### src/rtl/pool_wr_pack.sv
// Packs the pooled byte stream into MEM_DATA_BUS words written to consecutive aligned addresses.
// Latency: the byte that completes a word (or carries pool_last) raises mem_wr_req in the following cycle.
// Backpressure: pool_ready is high only in FILL, so upstream holds its byte while a write waits for mem_wr_gnt.
module pool_wr_pack #(
    parameter int ADDR_WIDTH     = 12,
    parameter int MEM_DATA_BUS   = 128,
    parameter int BYTES_PER_WORD = MEM_DATA_BUS / 8,
    parameter int LOG2_BPW       = $clog2(BYTES_PER_WORD)
) (
    input  logic                      clk,
    input  logic                      rst_n,
    input  logic [ADDR_WIDTH-1:0]     sw_pool_wr_addr,
    input  logic                      start,
    output logic                      busy,
    output logic                      done,
    input  logic                      pool_valid,
    input  logic [7:0]                pool_data,
    input  logic                      pool_last,
    output logic                      pool_ready,
    output logic                      mem_wr_req,
    output logic [ADDR_WIDTH-1:0]     mem_wr_addr,
    output logic [MEM_DATA_BUS-1:0]   mem_wr_data,
    output logic [BYTES_PER_WORD-1:0] mem_wr_be,
    input  logic                      mem_wr_gnt
);

    typedef enum logic [1:0] {IDLE, FILL, WRITE, DONE} state_t;

    state_t                    state_q, state_d;
    logic [ADDR_WIDTH-1:0]     wr_ptr_q, wr_ptr_d;
    logic [MEM_DATA_BUS-1:0]   data_q, data_d;
    logic [BYTES_PER_WORD-1:0] be_q, be_d;
    logic [LOG2_BPW-1:0]       byte_cnt_q, byte_cnt_d;
    logic                      last_q, last_d;

    always_comb begin
        state_d    = state_q;
        wr_ptr_d   = wr_ptr_q;
        data_d     = data_q;
        be_d       = be_q;
        byte_cnt_d = byte_cnt_q;
        last_d     = last_q;
        case (state_q)
            IDLE: begin
                if (start) begin
                    // Base is forced onto a word boundary by discarding the lane-offset bits.
                    wr_ptr_d   = (sw_pool_wr_addr >> LOG2_BPW) << LOG2_BPW;
                    data_d     = '0;
                    be_d       = '0;
                    byte_cnt_d = '0;
                    last_d     = 1'b0;
                    state_d    = FILL;
                end
            end
            FILL: begin
                if (pool_valid) begin
                    data_d[{byte_cnt_q, 3'b000} +: 8] = pool_data;
                    be_d[byte_cnt_q]                  = 1'b1;
                    byte_cnt_d                        = byte_cnt_q + 1'b1;
                    if (byte_cnt_q == LOG2_BPW'(BYTES_PER_WORD - 1) || pool_last) begin
                        last_d  = pool_last;
                        state_d = WRITE;
                    end
                end
            end
            WRITE: begin
                if (mem_wr_gnt) begin
                    wr_ptr_d   = wr_ptr_q + ADDR_WIDTH'(BYTES_PER_WORD);
                    data_d     = '0;
                    be_d       = '0;
                    byte_cnt_d = '0;
                    last_d     = 1'b0;
                    state_d    = last_q ? DONE : FILL;
                end
            end
            DONE: begin
                state_d = IDLE;
            end
            default: begin
                state_d = IDLE;
            end
        endcase
    end

    always_ff @(posedge clk) begin
        if (!rst_n) begin
            state_q    <= IDLE;
            wr_ptr_q   <= '0;
            data_q     <= '0;
            be_q       <= '0;
            byte_cnt_q <= '0;
            last_q     <= 1'b0;
        end else begin
            state_q    <= state_d;
            wr_ptr_q   <= wr_ptr_d;
            data_q     <= data_d;
            be_q       <= be_d;
            byte_cnt_q <= byte_cnt_d;
            last_q     <= last_d;
        end
    end

    assign busy        = (state_q != IDLE);
    assign done        = (state_q == DONE);
    assign pool_ready  = (state_q == FILL);
    assign mem_wr_req  = (state_q == WRITE);
    assign mem_wr_addr = wr_ptr_q;
    assign mem_wr_data = data_q;
    assign mem_wr_be   = be_q;

endmodule
### config.mk
export PLATFORM = sky130hd
export DESIGN_NAME = pool_wr_pack
export DESIGN_NICKNAME = d
export VERILOG_FILES = /design/src/rtl/pool_wr_pack.sv
export SDC_FILE = /design/constraint.sdc
export NUM_CORES = 1
export LEC_CHECK = 0
export ABC_AREA = 1
export CAP_MARGIN = 30
export CORE_MARGIN = 1.5
export CORE_UTILIZATION = 44
export DETAILED_ROUTE_END_ITERATION = 8
export GPL_TIMING_DRIVEN = 0
export PLACE_DENSITY = 0.74
export SETUP_SLACK_MARGIN = 0.5
export SYNTH_ARGS = -nofsm -noshare
export SYNTH_HDL_FRONTEND = slang
export SYNTH_SLANG_ARGS = --single-unit
### constraint.sdc
create_clock -name clk -period 2.5 [get_ports clk]
set_input_delay 0.5 -clock clk [delete_from_list [all_inputs] [get_ports clk]]
set_output_delay 0.5 -clock clk [all_outputs]
set_load 0.02 [all_outputs]
==> results.md <==
- Synthesized area: 7000 um2
- Comb pwr share: 28.4%
- Area of the multi-input gates: 3720 um2
- Clock root buffer: clkbuf_16
- Crit path required time: 2.87 ns
- Critical-path top delay cell: nor4_2
- Largest family of logic cells by synthesized area: simple AND/OR/NAND/NOR gates
- First-pass GRT wire length: 36.8 mm
- Drt via density: 5.75
- Number of flops mapped to enable cells by yosys: 0
- Largest net degree at the start of global routing: 17
- DR pass1 iterations: 6
- Total number of vias: 7716
- Skew-Pair Late Insertion Delay: 0.44 ns
- Share of cells above drive strength 1: 19.5%
- Worst slew pin tran: 0.608 ns
- Worst-path maximum fanout: 10
- Fillers: 1184
- Crit-path cells: buf_6, inv_8, nand2_8, buf_12, buf_4, buf_2, nor4_2, nand3_1, a21oi_1
- Nature of the critical path startpoint: flop
- Worst setup path class: reg -> reg
- I/O Pins: 186
- Avg Cell Area, Syn: 7.98 um2
- Power per standard cell area: 722 nW/um2
- Setup crit end kind: flop
- Final min period: 2.00 ns
- Routability cong.: 0.936
- Seq/Total Area, Yosys: 45.5%
- Placed inst area: 9080 um2
- Post-CTS Hold Buffers: 0
- Clock Pin Slew Worst Setup and Hold Paths: 0.06 ns
- CTS tree: built
- Sw Pwr: 2.63 mW
- Total GRT Usage: 29.0%
- Status: finished clean
- Post-synth top area share: 45.5%
- Adder-Cell Fraction of Synth Area: 1.25%
- Clock share of power: 36.8%
- Leakage: 3.68 nW
- Final ANT Viol Nets: 0
- Critical path's largest stage delay: 0.45 ns
- Sw Share: 34.4%
- Crit path max-delay family: buffers and inverters
- 1st-iter DRT viols: 1104
- Die height: 129 um
- Htree depth: 4
- Area growth syn-to-layout: 51.4%
- Slew Limit Headroom: 59.4%
- Cells after Synth: 877
- Max-Cap Viols: 0
- Buffers and inverters on the worst path: 5
- Post-synth top area cell: dfxtp_1
- Row count: 45
- Pint: 5.02 mW
- Top-count cell post-synth: dfxtp_1
- Unrepaired setup endpoints after global routing: yes
- Post-synthesis compound-gate area fraction: 12.2%
- Synth top area cells: dfxtp_1 45%, nand3_1 11%, a21oi_1 11%
- Period Utilization, post-route: 80.0%
- Vias in the first global route: 6823
- Setup violations, final: 0
- Final Slew Violations: 0
- Post-synthesis mux area share: 0%
- Routed WL: 25.2 mm
- Total negative slack: 0 ns
- Fin Clk Skew: 0.0112 ns
- Routed len/inst: 18.8 um
- Commonest cells in the netlist: 159 x dfxtp_1, 149 x nand3_1, 147 x a21oi_1
- Netlist cell types: 32
- Crit path arrival time: 2.37 ns
- Final hold vios: 0
- Grt ovf: 0
- Xor/xnor cell area share of the yosys netlist: 0.500%
- FF+latch area: 3190 um2
- Ant. Diodes: 0
- Post-Layout Inst Area: 10600 um2
- Initial antenna violation count: 0
- # clock sinks: 159
- Sequential power share: 34.8%
- Port Buf Inserts: 177
- Maximum vdd drop: 0.591 mV
- Clock Path Buffers: 2
- Post-synthesis sequential element count: 159
- Die Span X: 129 um
- Die area: 16700 um2
- CTS buffer count: 17
- Syn. warnings: 0
- Commonest register cell after synthesis: dfxtp_1
- Initial core utilization: 45.5%
- Ys async rst share: 0%
- Fmax: 500 MHz
- Residual DRC: 0
- Min-Delay Path Class: reg -> reg
- Simple-Gate Fraction of Synth Area: 33.0%
- Final nets: 1151
- Post-DP HPWL: 16.9 mm
- Core area: 15400 um2
## sequential cells by signal (all words and copies together) (netlist names)
name and cells:
state_q 2, byte_cnt_q 4, mem_wr_data 128, last_q 1, mem_wr_be 16, mem_wr_addr 8
## worst register-to-register path: stages (launching register included)
cell and delay [ns]:
dfxtp_2 0.31, buf_6 0.13, inv_8 0.08, nand2_8 0.06
buf_12 0.13, buf_4 0.20, buf_2 0.30, nor4_2 0.46
nand3_1 0.12, a21oi_1 0.16
## final timing paths
path,slack [ns],end,depth (start not counted),start
worst max-delay path,0.50,mem_wr_data[40],9,state_q[1]
worst min-delay path,0.45,mem_wr_be[14],2,mem_wr_be[14]
worst max register to register,0.50,mem_wr_data[40],9,state_q[1]
worst min register to register,0.45,mem_wr_be[14],2,mem_wr_be[14]
## final cells by class
class	instances	area share (%)
multi-input cells	620	35.1
flip-flops and latches	159	30.1
repair buffers	216	20.2
clock buffers	20	4.31
plain buffers	59	4.10
well taps	211	2.49
inverters	45	2.00
clock inverters	12	1.72
## power groups by stage
stage	Combinational [mW]	Sequential, mW	Clock (mW)
floorplan	1.07	2.77	0
global placement	1.67	2.71	0
detailed placement	1.68	2.72	0
CTS	1.89	2.66	2.81
global route	2.28	2.67	2.92
finish	2.17	2.66	2.82
## per-stage QoR
stage                     worst slack, ns  utilization (%)  hold WS (ns)  power, mW  cells
after floorplan                     0.521                -         0.450       3.83    880
after global placement           0.000454             59.1         0.433       4.38   1268
after detailed placement         -0.00569             59.1         0.445       4.39   1268
after CTS                           0.413             66.6         0.457       7.36   1320
after global routing                0.416             69.0         0.478       7.86   1342
final                               0.500             69.0         0.452       7.65   1342
## routing by layer
layer  routed length (um)  GRT usage, %  share of wire [%]  vias to the layer above
met1                10500          38.9                 42                     3611
met4                 1000          13.0                4.0                        0
met3                 2230          5.33                8.8                       86
li1                     -             -                  -                     3539
met5                    0             0                  0                        -
met2                11500          45.5                 46                      480
## cell usage in the layout, fill, tap and decap left out, types with 19 or more instances in the layout
master / count
clkdlybuf4s50_1: 172
dfxtp_1: 156
a21oi_1: 146
nand3_1: 143
nand2_1: 118
nor2_1: 45
nand4_1: 44
buf_4: 41
inv_1: 31
buf_2: 20
nor2_4: 19
## what timing repair did
| item | CTS | global route |
|---|---|---|
| buffers inserted | 15 | 21 |
| hold endpoints to repair | 0 | 0 |
| cloned | 5 | 1 |
| pin swaps | 11 | 14 |
| setup endpoints to repair | 132 | 121 |
| gates resized for setup | 76 | 44 |
## cells by family (layout without fill, tap and decap cells)
| logic type | Yosys count | in the layout |
|---|---|---|
| other | 1 | 4 |
| buffers and inverters | 104 | 352 |
| adder cells (fa/ha/maj) | 7 | 7 |
| AO/OA/AOI/OAI | 168 | 168 |
| flip-flops | 159 | 159 |
| XOR/XNOR | 4 | 4 |
| AND/OR/NAND/NOR | 434 | 437 |
Power figures use the tool's default switching activity.
